## config.mk

```make
export PLATFORM = sky130hd
export DESIGN_NAME = easyaxi_rd_mst
export DESIGN_NICKNAME = d
export VERILOG_FILES = /design/src/rtl/easyaxi_rd_mst.sv
export SDC_FILE = /design/constraint.sdc
export NUM_CORES = 1
export LEC_CHECK = 0
export CAP_MARGIN = 30
export CORE_MARGIN = 3
export CORE_UTILIZATION = 55
export CTS_CLUSTER_DIAMETER = 60
export DETAILED_ROUTE_END_ITERATION = 16
export GPL_TIMING_DRIVEN = 0
export PLACE_DENSITY_LB_ADDON = 0.15
export SLEW_MARGIN = 5
export SYNTH_ARGS = -nofsm -noshare
export SYNTH_HDL_FRONTEND = slang
export SYNTH_SLANG_ARGS = --single-unit
export TNS_END_PERCENT = 20
```

## constraint.sdc

```tcl
create_clock -name clk -period 21.3 [get_ports clk]
set_input_delay 3.195 -clock clk [delete_from_list [all_inputs] [get_ports clk]]
set_output_delay 3.195 -clock clk [all_outputs]
set_load 0.1 [all_outputs]
```

## src/rtl/easyaxi_rd_mst.sv

```systemverilog
// AXI read master: queues burst commands, issues AR in order and checks every returned R beat
// against the address and id the burst should produce.
`ifndef AXI_ID_W
`define AXI_ID_W 4
`endif
`ifndef AXI_ADDR_W
`define AXI_ADDR_W 32
`endif
`ifndef AXI_LEN_W
`define AXI_LEN_W 8
`endif
`ifndef AXI_SIZE_W
`define AXI_SIZE_W 3
`endif
`ifndef AXI_BURST_W
`define AXI_BURST_W 2
`endif
`ifndef AXI_DATA_W
`define AXI_DATA_W 64
`endif
`ifndef AXI_RESP_W
`define AXI_RESP_W 2
`endif

module easyaxi_rd_mst #(
  parameter int unsigned OST_DEPTH = 8,
  localparam int unsigned OST_CNT_W = $clog2(OST_DEPTH)
) (
  input  logic                    clk,
  input  logic                    rst,
  input  logic                    enable,
  input  logic                    cmd_valid,
  output logic                    cmd_ready,
  input  logic [`AXI_ID_W-1:0]    cmd_id,
  input  logic [`AXI_ADDR_W-1:0]  cmd_addr,
  input  logic [`AXI_LEN_W-1:0]   cmd_len,
  input  logic [`AXI_SIZE_W-1:0]  cmd_size,
  input  logic [`AXI_BURST_W-1:0] cmd_burst,
  output logic                    axi_mst_arvalid,
  input  logic                    axi_mst_arready,
  output logic [`AXI_ID_W-1:0]    axi_mst_arid,
  output logic [`AXI_ADDR_W-1:0]  axi_mst_araddr,
  output logic [`AXI_LEN_W-1:0]   axi_mst_arlen,
  output logic [`AXI_SIZE_W-1:0]  axi_mst_arsize,
  output logic [`AXI_BURST_W-1:0] axi_mst_arburst,
  input  logic                    axi_mst_rvalid,
  output logic                    axi_mst_rready,
  input  logic [`AXI_ID_W-1:0]    axi_mst_rid,
  input  logic [`AXI_DATA_W-1:0]  axi_mst_rdata,
  input  logic [`AXI_RESP_W-1:0]  axi_mst_rresp,
  input  logic                    axi_mst_rlast,
  output logic [OST_CNT_W:0]      ost_cnt,
  output logic [15:0]             err_cnt,
  output logic [15:0]             beat_cnt,
  output logic                    idle
);
  localparam int unsigned AW = `AXI_ADDR_W;
  localparam logic [`AXI_BURST_W-1:0] BurstIncr = `AXI_BURST_W'(1);
  localparam logic [`AXI_BURST_W-1:0] BurstWrap = `AXI_BURST_W'(2);

  logic [`AXI_ID_W-1:0]    slot_id_q    [OST_DEPTH];
  logic [`AXI_ADDR_W-1:0]  slot_addr_q  [OST_DEPTH];
  logic [`AXI_LEN_W-1:0]   slot_len_q   [OST_DEPTH];
  logic [`AXI_SIZE_W-1:0]  slot_size_q  [OST_DEPTH];
  logic [`AXI_BURST_W-1:0] slot_burst_q [OST_DEPTH];
  logic [OST_DEPTH-1:0]    slot_vld_q, slot_vld_d, slot_iss_q, slot_iss_d;
  logic [OST_CNT_W-1:0]    set_ptr_q, iss_ptr_q, head_ptr_q;
  logic [`AXI_LEN_W-1:0]   beat_idx_q;
  logic [OST_CNT_W:0]      ost_cnt_q;
  logic [15:0]             err_cnt_q, beat_cnt_q;
  logic                    arvalid_q;
  logic [`AXI_ID_W-1:0]    ar_id_q;
  logic [`AXI_ADDR_W-1:0]  ar_addr_q;
  logic [`AXI_LEN_W-1:0]   ar_len_q;
  logic [`AXI_SIZE_W-1:0]  ar_size_q;
  logic [`AXI_BURST_W-1:0] ar_burst_q;

  logic full, cmd_acc, ar_done, ar_load, r_acc, head_vld, last_idx, slot_free, beat_err;
  logic [`AXI_ID_W-1:0]    h_id;
  logic [`AXI_ADDR_W-1:0]  h_addr, step, size_b, wrap_b, wrap_lo, exp_addr;
  logic [`AXI_LEN_W-1:0]   h_len;
  logic [`AXI_SIZE_W-1:0]  h_size;
  logic [`AXI_BURST_W-1:0] h_burst;
  logic [`AXI_DATA_W-1:0]  exp_data;

  assign full      = ost_cnt_q == (OST_CNT_W + 1)'(OST_DEPTH);
  assign cmd_ready = enable & ~full & ~rst;
  assign cmd_acc   = cmd_valid & cmd_ready;
  assign ar_done   = arvalid_q & axi_mst_arready;
  // A new AR may be loaded into the register as the previous one handshakes.
  assign ar_load   = enable & slot_vld_q[iss_ptr_q] & ~slot_iss_q[iss_ptr_q] &
                     (~arvalid_q | axi_mst_arready);
  assign r_acc     = axi_mst_rvalid & axi_mst_rready;
  assign head_vld  = slot_vld_q[head_ptr_q] & slot_iss_q[head_ptr_q];
  assign h_id      = slot_id_q[head_ptr_q];
  assign h_addr    = slot_addr_q[head_ptr_q];
  assign h_len     = slot_len_q[head_ptr_q];
  assign h_size    = slot_size_q[head_ptr_q];
  assign h_burst   = slot_burst_q[head_ptr_q];
  assign last_idx  = beat_idx_q == h_len;
  assign slot_free = r_acc & head_vld & last_idx;

  always_comb begin
    step     = AW'(beat_idx_q) << h_size;
    size_b   = AW'(1) << h_size;
    wrap_b   = (AW'(h_len) + AW'(1)) << h_size;
    wrap_lo  = h_addr & ~(wrap_b - AW'(1));
    exp_addr = h_addr;
    case (h_burst)
      BurstIncr: exp_addr = (h_addr & ~(size_b - AW'(1))) + step;
      BurstWrap: exp_addr = wrap_lo + ((h_addr - wrap_lo + step) & (wrap_b - AW'(1)));
      default:   exp_addr = h_addr;
    endcase
    exp_data = `AXI_DATA_W'({h_id, exp_addr});
    beat_err = ~head_vld | (axi_mst_rresp != '0) | (axi_mst_rid != h_id) |
               (axi_mst_rlast != last_idx) | (axi_mst_rdata != exp_data);
  end

  always_comb begin
    slot_vld_d = slot_vld_q;
    slot_iss_d = slot_iss_q;
    if (slot_free) begin
      slot_vld_d[head_ptr_q] = 1'b0;
      slot_iss_d[head_ptr_q] = 1'b0;
    end
    if (ar_load) slot_iss_d[iss_ptr_q] = 1'b1;
    if (cmd_acc) begin
      slot_vld_d[set_ptr_q] = 1'b1;
      slot_iss_d[set_ptr_q] = 1'b0;
    end
  end

  always_ff @(posedge clk) begin
    if (cmd_acc) begin
      slot_id_q[set_ptr_q]    <= cmd_id;
      slot_addr_q[set_ptr_q]  <= cmd_addr;
      slot_len_q[set_ptr_q]   <= cmd_len;
      slot_size_q[set_ptr_q]  <= cmd_size;
      slot_burst_q[set_ptr_q] <= cmd_burst;
    end
  end

  always_ff @(posedge clk) begin
    if (rst) begin
      slot_vld_q <= '0;
      slot_iss_q <= '0;
      set_ptr_q  <= '0;
      iss_ptr_q  <= '0;
      head_ptr_q <= '0;
      beat_idx_q <= '0;
      ost_cnt_q  <= '0;
      err_cnt_q  <= '0;
      beat_cnt_q <= '0;
      arvalid_q  <= 1'b0;
      ar_id_q    <= '0;
      ar_addr_q  <= '0;
      ar_len_q   <= '0;
      ar_size_q  <= '0;
      ar_burst_q <= '0;
    end else begin
      slot_vld_q <= slot_vld_d;
      slot_iss_q <= slot_iss_d;
      if (cmd_acc) set_ptr_q <= set_ptr_q + OST_CNT_W'(1);
      if (ar_load) begin
        iss_ptr_q  <= iss_ptr_q + OST_CNT_W'(1);
        arvalid_q  <= 1'b1;
        ar_id_q    <= slot_id_q[iss_ptr_q];
        ar_addr_q  <= slot_addr_q[iss_ptr_q];
        ar_len_q   <= slot_len_q[iss_ptr_q];
        ar_size_q  <= slot_size_q[iss_ptr_q];
        ar_burst_q <= slot_burst_q[iss_ptr_q];
      end else if (ar_done) begin
        arvalid_q <= 1'b0;
      end
      if (r_acc) begin
        beat_cnt_q <= beat_cnt_q + 16'd1;
        if (beat_err && err_cnt_q != 16'hFFFF) err_cnt_q <= err_cnt_q + 16'd1;
        // The burst ends on its index count; a wrong rlast is only reported as an error.
        if (head_vld) begin
          if (last_idx) begin
            head_ptr_q <= head_ptr_q + OST_CNT_W'(1);
            beat_idx_q <= '0;
          end else begin
            beat_idx_q <= beat_idx_q + `AXI_LEN_W'(1);
          end
        end
      end
      case ({cmd_acc, slot_free})
        2'b10:   ost_cnt_q <= ost_cnt_q + (OST_CNT_W + 1)'(1);
        2'b01:   ost_cnt_q <= ost_cnt_q - (OST_CNT_W + 1)'(1);
        default: ost_cnt_q <= ost_cnt_q;
      endcase
    end
  end

  assign axi_mst_arvalid = arvalid_q;
  assign axi_mst_arid    = ar_id_q;
  assign axi_mst_araddr  = ar_addr_q;
  assign axi_mst_arlen   = ar_len_q;
  assign axi_mst_arsize  = ar_size_q;
  assign axi_mst_arburst = ar_burst_q;
  assign axi_mst_rready  = ~rst;
  assign ost_cnt         = ost_cnt_q;
  assign err_cnt         = err_cnt_q;
  assign beat_cnt        = beat_cnt_q;
  assign idle            = (ost_cnt_q == '0) & ~arvalid_q;

endmodule

```

==> flow_summary.yaml, run 1 <==
run_status:
  status: "finished, final reports clean"
sta:
  finalHoldViolations: 0
  worst_pin_slew_ns: 1.09
  fmax_mhz: 71.6
  finalCritPeriodShare_pct: 65.5
  finalSetupViolCount: 0
  rsz0062_at_grt: "false"
  finalSetupTns_ns: 0
  slew_viol_final: 0
  finalClockSkew_ns: 0.0291
  maxSlewHeadroom_pct: 25.5
  finalCriticalPeriod_ns: 13.96
place:
  hpwl_um: 79700
  portBuffers: 213
  place_congestion: 0.984
logic_synthesis:
  syn_nets: 2929
  synth_top_area_cell: "edfxtp_1"
  synthSimpleGateAreaFrac_pct: 14.5
  synth-compound-area-share_pct: 10.7
  synthAdderAreaFrac_pct: 4.01
  synth_edf_count: 392
  synth.yosys.seq_area_share_pct: 45.6
  synth-seq-cells: 514
  synth_cells: 2705
  yosys.area.top_type_share_pct: 37.8
  synth.area.top_cells: "edfxtp_1 38%, mux4_2 14%, dfxtp_1 7.8%"
  yosys_warnings: 0
  synth-main-ff-cell: "edfxtp_1"
  netlist_area_um2: 31100
  synth_top_family_by_area: "multiplexers"
  synth.distinct_cells: 95
  yosysMostFrequentCell: "edfxtp_1"
  avgSynthCellArea_um2: 11.5
  synth_common_cells: "392 x edfxtp_1, 263 x nand2_1, 252 x nor2_1"
  async_reset_ff_share_pct: 0
  synthMuxAreaShare_pct: 18.8
  yosys.area_share.xor_xnor_pct: 3.15
worst_setup_path:
  reg2reg_to: "err_cnt[10]$_SDFFE_PP0P_"
  crit_type: "reg -> reg"
  crit_path_end_kind: "flip-flop"
  cp.arrival_ns: 14.45
  crit_required_ns: 21.79
  start_kind: "flip-flop"
  cp_slowest_cell: "mux2i_1"
  r2r_slack_ns: 7.34
  r2r_cells: 47
  critPathMaxFanout: 10
  cp_common_cell: "ha_1"
  critPathMaxStageDelay_ns: 0.76
final_layout:
  multi_input_area_um2: 16000
  seq_area_um2: 14200
  nFillCells: 4183
  final_util_pct: 66.7
  drive_above_1_share_pct: 15.4
  syn_to_final_growth_pct: 18.8
  nNetsFinal: 3282
clocking:
  cts_root_buffer: "clkbuf_16"
  post-cts-setup-buffers: 0
  ctsHoldBuffers: 0
  ctsResizeCount: 0
  htreeDepth: 2
  cts_tree: "yes"
  clock_sinks: 514
  clock_latency_ns: 0.62
  clk_path_buf_depth: 3
  clkTransAtPathRegs_ns: 0.06
  cts_buffers: 54
detailed_routing:
  viasPerCell: 6.70
  ant_nets: 0
  vias: 25800
  drt-initial-drc-count: 2866
  drt_wl_total_um: 106000
  wire_per_inst_um: 27.6
  firstDrtPassIters: 5
  drc_errors: 0
power_and_ir_drop:
  power_w: 0.00240
  ir_drop_mv: 0.0873
  p_per_area_nw_per_um2: 64.9
  leakagePower_nw: 12.6
grt:
  grt_pass1_vias: 25200
  grt_pass1_wl_um: 157000
  antenna_found_initial: 5
  overflow: 0
  grt_usage_pct: 35.0
  grt_max_degree: 22
hold_path:
  holdPathEnd: "axi_mst_arlen[0]$_SDFFE_PP0P_"
  hold_class: "reg -> reg"
  worst_hold_path.num_cells: 2
  worstHoldStart: "axi_mst_arlen[0]$_SDFFE_PP0P_"
floorplanning:
  std_cell_rows: 86
  dieArea_um2: 59500
  dieWidth_um: 244
  core_area_um2: 55500
  die_h_um: 244
  ios: 215
  floorplan.initialDensity_pct: 56.1
run:
  drv_cap: 0
## metal layers
| layer | track usage [%] | wire length, um |
|---|---|---|
| met1 | 46.2 | 40200 |
| met2 | 56.6 | 50600 |
| met3 | 7.47 | 11300 |
| met4 | 14.5 | 4300 |
| met5 | 0 | 43 |
## critical path: cells and delay by family, from the launching register on
kind	cells	cell delay (ns)
AO/OA/AOI/OAI	17	3.91
AND/OR/NAND/NOR	11	3.07
buffers and inverters	8	2.90
multiplexers	5	1.77
adder cells (fa/ha/maj)	4	1.21
flip-flops	1	0.47
XOR/XNOR	2	0.44
## metrics by stage
step	std cells	cell area (um^2)	hold WS [ns]	setup WS (ns)
6_report	3854	37000	0.501	7.34
5_1_grt	3853	37000	0.511	6.59
4_1_cts	3843	36900	0.496	7.62
3_5_place_dp	3741	35000	0.490	7.70
3_3_place_gp	3666	34200	0.470	4.79
2_1_floorplan	2705	31100	0.450	9.41
## cells by family after synthesis
kind of cell / count (synthesis)
compound gates: 485
other cells: 1
fa+ha+maj: 98
flops: 514
mux: 329
xor+xnor: 112
buf+inv: 245
simple gates: 921
## placed cells by master (no fill, tap or decap), drive strengths merged, types with 49 or more instances in the layout
cell	instances
mux4	195
nor2	252
mux2	49
xnor2	65
dfxtp	122
nand3	74
clkbuf	169
mux2i	85
edfxtp	392
nor3	59
a311oi	54
a21oi	126
o21ai	76
clkdlybuf4s50	213
inv	97
buf	135
nand2	263
ha	95
## power breakdown
part           internal, W  total (W)  switching [W]
Combinational     0.000110   0.000295       0.000185
Clock             0.000609    0.00101       0.000404
Sequential         0.00109    0.00109     0.00000762
Total              0.00181    0.00240       0.000597
## cell type report
cell class | instances | area share [%]
tap | 748 | 2.53
inverter | 95 | 0.963
multi-input combinational | 1946 | 43.2
clock buffer | 71 | 4.04
sequential | 514 | 38.4
clock inverter | 31 | 1.23
timing repair buffer | 297 | 7.91
antenna | 2 | 0.0135
buffer | 150 | 1.71
## state kept, by name (all words and copies together) (netlist names), named ones only
name and cells:
beat_cnt 16, iss_ptr_q 3, slot_addr_q 256, axi_mst_arburst 2, axi_mst_arid 4, slot_size_q 24, slot_iss_q 8, set_ptr_q 3
head_ptr_q 3, slot_burst_q 16, err_cnt 16, axi_mst_arvalid 1, slot_len_q 64, slot_id_q 32, beat_idx_q 8, axi_mst_arlen 8
ost_cnt 4, axi_mst_arsize 3, axi_mst_araddr 32, slot_vld_q 8
## how the worst max path moves through the flow
stage	startpoint	end	slack, ns	depth (start not counted)
5_1_grt	flip-flop	err_cnt[1]$_SDFFE_PP0P_	6.59	47
3_3_place_gp	rst	slot_addr_q[1][18]$_DFFE_PP_	4.79	8
2_1_floorplan	rst	slot_addr_q[1][0]$_DFFE_PP_	9.41	7
4_1_cts	flip-flop	err_cnt[1]$_SDFFE_PP0P_	7.62	47
3_5_place_dp	flip-flop	err_cnt[1]$_SDFFE_PP0P_	7.70	47
6_report	flip-flop	err_cnt[10]$_SDFFE_PP0P_	7.34	47
Note: power is estimated with default switching activity, not from simulation.
==> inputs of run 2 (changes only) <==
clock period = 13.6 ns   (was 21.3 ns; I/O delays follow)
==> run 2 against run 1 <==
Against the previous run: final cell count stayed put; critical endpoint unchanged; register-to-register slack got worse by 6.2 ns; clock power rose by 57%; critical path type unchanged; non-clock buffer count rose by 1; first-iteration DRC count is 3.4% lower.
==> flow_summary.yaml, run 2 (synthesis results as in run 1) <==
run_status:
  status: "finished, final reports clean"
worst_setup_path:
  crit_type: "reg -> reg"
  r2r_cells: 44
  crit_family: "simple AND/OR/NAND/NOR gates"
  critPathMaxStageDelay_ns: 0.58
  crit_path_end_kind: "flip-flop"
  cp.arrival_ns: 12.96
  worst-path-buf-inv: 8
  crit_required_ns: 14.09
  reg2reg_to: "err_cnt[10]$_SDFFE_PP0P_"
  start_kind: "flip-flop"
  critPathMaxFanout: 10
  cp_slowest_cell: "mux2i_2"
  r2r_slack_ns: 1.13
detailed_routing:
  ant_nets: 0
  wire_per_inst_um: 27.5
  firstDrtPassIters: 5
  viasPerCell: 6.66
  drt_wl_total_um: 106000
  vias: 25700
  drc_errors: 0
  drt-initial-drc-count: 2769
power_and_ir_drop:
  ir_drop_mv: 0.137
  power_w: 0.00377
  p_per_area_nw_per_um2: 102
  leakagePower_nw: 12.6
floorplanning:
  dieWidth_um: 244
  core_area_um2: 55500
  dieArea_um2: 59500
  floorplan.initialDensity_pct: 56.1
  die_h_um: 244
  ios: 215
  std_cell_rows: 86
hold_path:
  hold_class: "reg -> reg"
  worstHoldStart: "axi_mst_arlen[0]$_SDFFE_PP0P_"
  worst_hold_path.num_cells: 2
  holdPathEnd: "axi_mst_arlen[0]$_SDFFE_PP0P_"
place:
  hpwl_um: 79700
  portBuffers: 213
  dp_slack_ns: 0.00121
  place_congestion: 0.984
clocking:
  cts_buffers: 54
  htreeDepth: 2
  clk_path_buf_depth: 3
  clock_latency_ns: 0.63
  cts_root_buffer: "clkbuf_16"
  clock_sinks: 514
  clkTransAtPathRegs_ns: 0.06
  cts_tree: "yes"
final_layout:
  drive_above_1_share_pct: 15.7
  final_cell_mix: "392 x edfxtp_1, 263 x nand2_1, 251 x nor2_1"
  multi_input_area_um2: 16000
  regMostFlops: "slot_addr_q"
  seq_area_um2: 14200
  nFillCells: 4180
  nNetsFinal: 3283
  top_regs: "slot_addr_q (256), slot_len_q (64)"
  final_common_cell: "edfxtp_1"
  syn_to_final_growth_pct: 18.9
  largest_reg_flops: 256
sta:
  fin_hold_ws_ns: 0.500
  finalSetupViolCount: 0
  setup_ws_ns: 1.13
  finalCritPeriodShare_pct: 91.7
  slew_viol_final: 0
  finalCriticalPeriod_ns: 12.47
  finalSetupTns_ns: 0
  finalClockSkew_ns: 0.0327
  finalHoldViolations: 0
  fmax_mhz: 80.2
  maxSlewHeadroom_pct: 31.4
  worst_pin_slew_ns: 1.00
  rsz0062_at_grt: "false"
grt:
  grt_usage_pct: 35.0
  grt_pass1_wl_um: 157000
  grt_pass1_vias: 25200
  overflow: 0
  antenna_found_initial: 5
  grt_max_degree: 22
run:
  drv_cap: 0
==> run 2: cell types whose count changed in the layout (fill, tap and decap cells not counted), sizes merged <==
cell	change
buf	+1
diode	-1
==> run 2: power breakdown <==
group / internal, W / leakage [nW] / switching [W]
sequential: 0.00170 / 4.52 / 0.0000119
combinational: 0.000173 / 7.18 / 0.000289
clock: 0.000954 / 0.936 / 0.000636
total: 0.00283 / 12.6 / 0.000937
==> run 2: final cells by class <==
type | count | area share, %
sequential | 514 | 38.4
tap | 748 | 2.53
buffer | 149 | 1.71
multi-input combinational | 1946 | 43.2
inverter | 95 | 0.962
clock inverter | 31 | 1.23
timing repair buffer | 299 | 7.94
antenna | 1 | 0.00675
clock buffer | 71 | 4.04
==> run 2: worst register-to-register path, delay by kind of cell, from the launching register on <==
kind | cells | cell delay, ns
fa+ha+maj | 3 | 1.09
simple gates | 13 | 3.54
xor+xnor | 2 | 0.45
buf+inv | 8 | 1.84
mux | 5 | 1.59
flops | 1 | 0.46
compound gates | 13 | 3.35
==> run 2: worst max-delay path by stage <==
stage	from	slack, ns	to	cells past startpoint
after floorplan	rst	2.86	slot_addr_q[1][0]$_DFFE_PP_	7
after global placement	rst	-1.76	slot_addr_q[1][18]$_DFFE_PP_	8
after detailed placement	flip-flop	0.001	err_cnt[1]$_SDFFE_PP0P_	47
after CTS	flip-flop	0.13	err_cnt[1]$_SDFFE_PP0P_	47
after global routing	flip-flop	0.30	err_cnt[1]$_SDFFE_PP0P_	44
final	flip-flop	1.13	err_cnt[10]$_SDFFE_PP0P_	44
==> run 2: routing by layer <==
metal | routed length, um | share of wire, % | track usage, % | up-vias
met4 | 4410 | 4.2 | 14.4 | 6
met1 | 40500 | 38 | 46.2 | 12700
met3 | 10900 | 10 | 7.46 | 266
li1 | - | - | - | 11200
met2 | 50300 | 47 | 56.6 | 1521
met5 | 43 | 0.041 | 0 | -
==> run 2: timing repair <==
item                                   CTS  global route
pin swaps                                0             1
hold buffers                             0             0
setup endpoints to repair               14            16
cloned                                   0             0
setup buffers                            0             2
resized for setup                        1             7
endpoints found under the hold margin    0             0
==> run 2: stage by stage <==
step | cell area, um^2 | std cells | utilization [%]
detailed placement | 35000 | 3741 | 63.0
global route | 37100 | 3854 | 66.7
finish | 37100 | 3854 | 66.7
global placement | 34200 | 3666 | 61.6
floorplan | 31100 | 2705 | -
CTS | 36900 | 3843 | 66.5
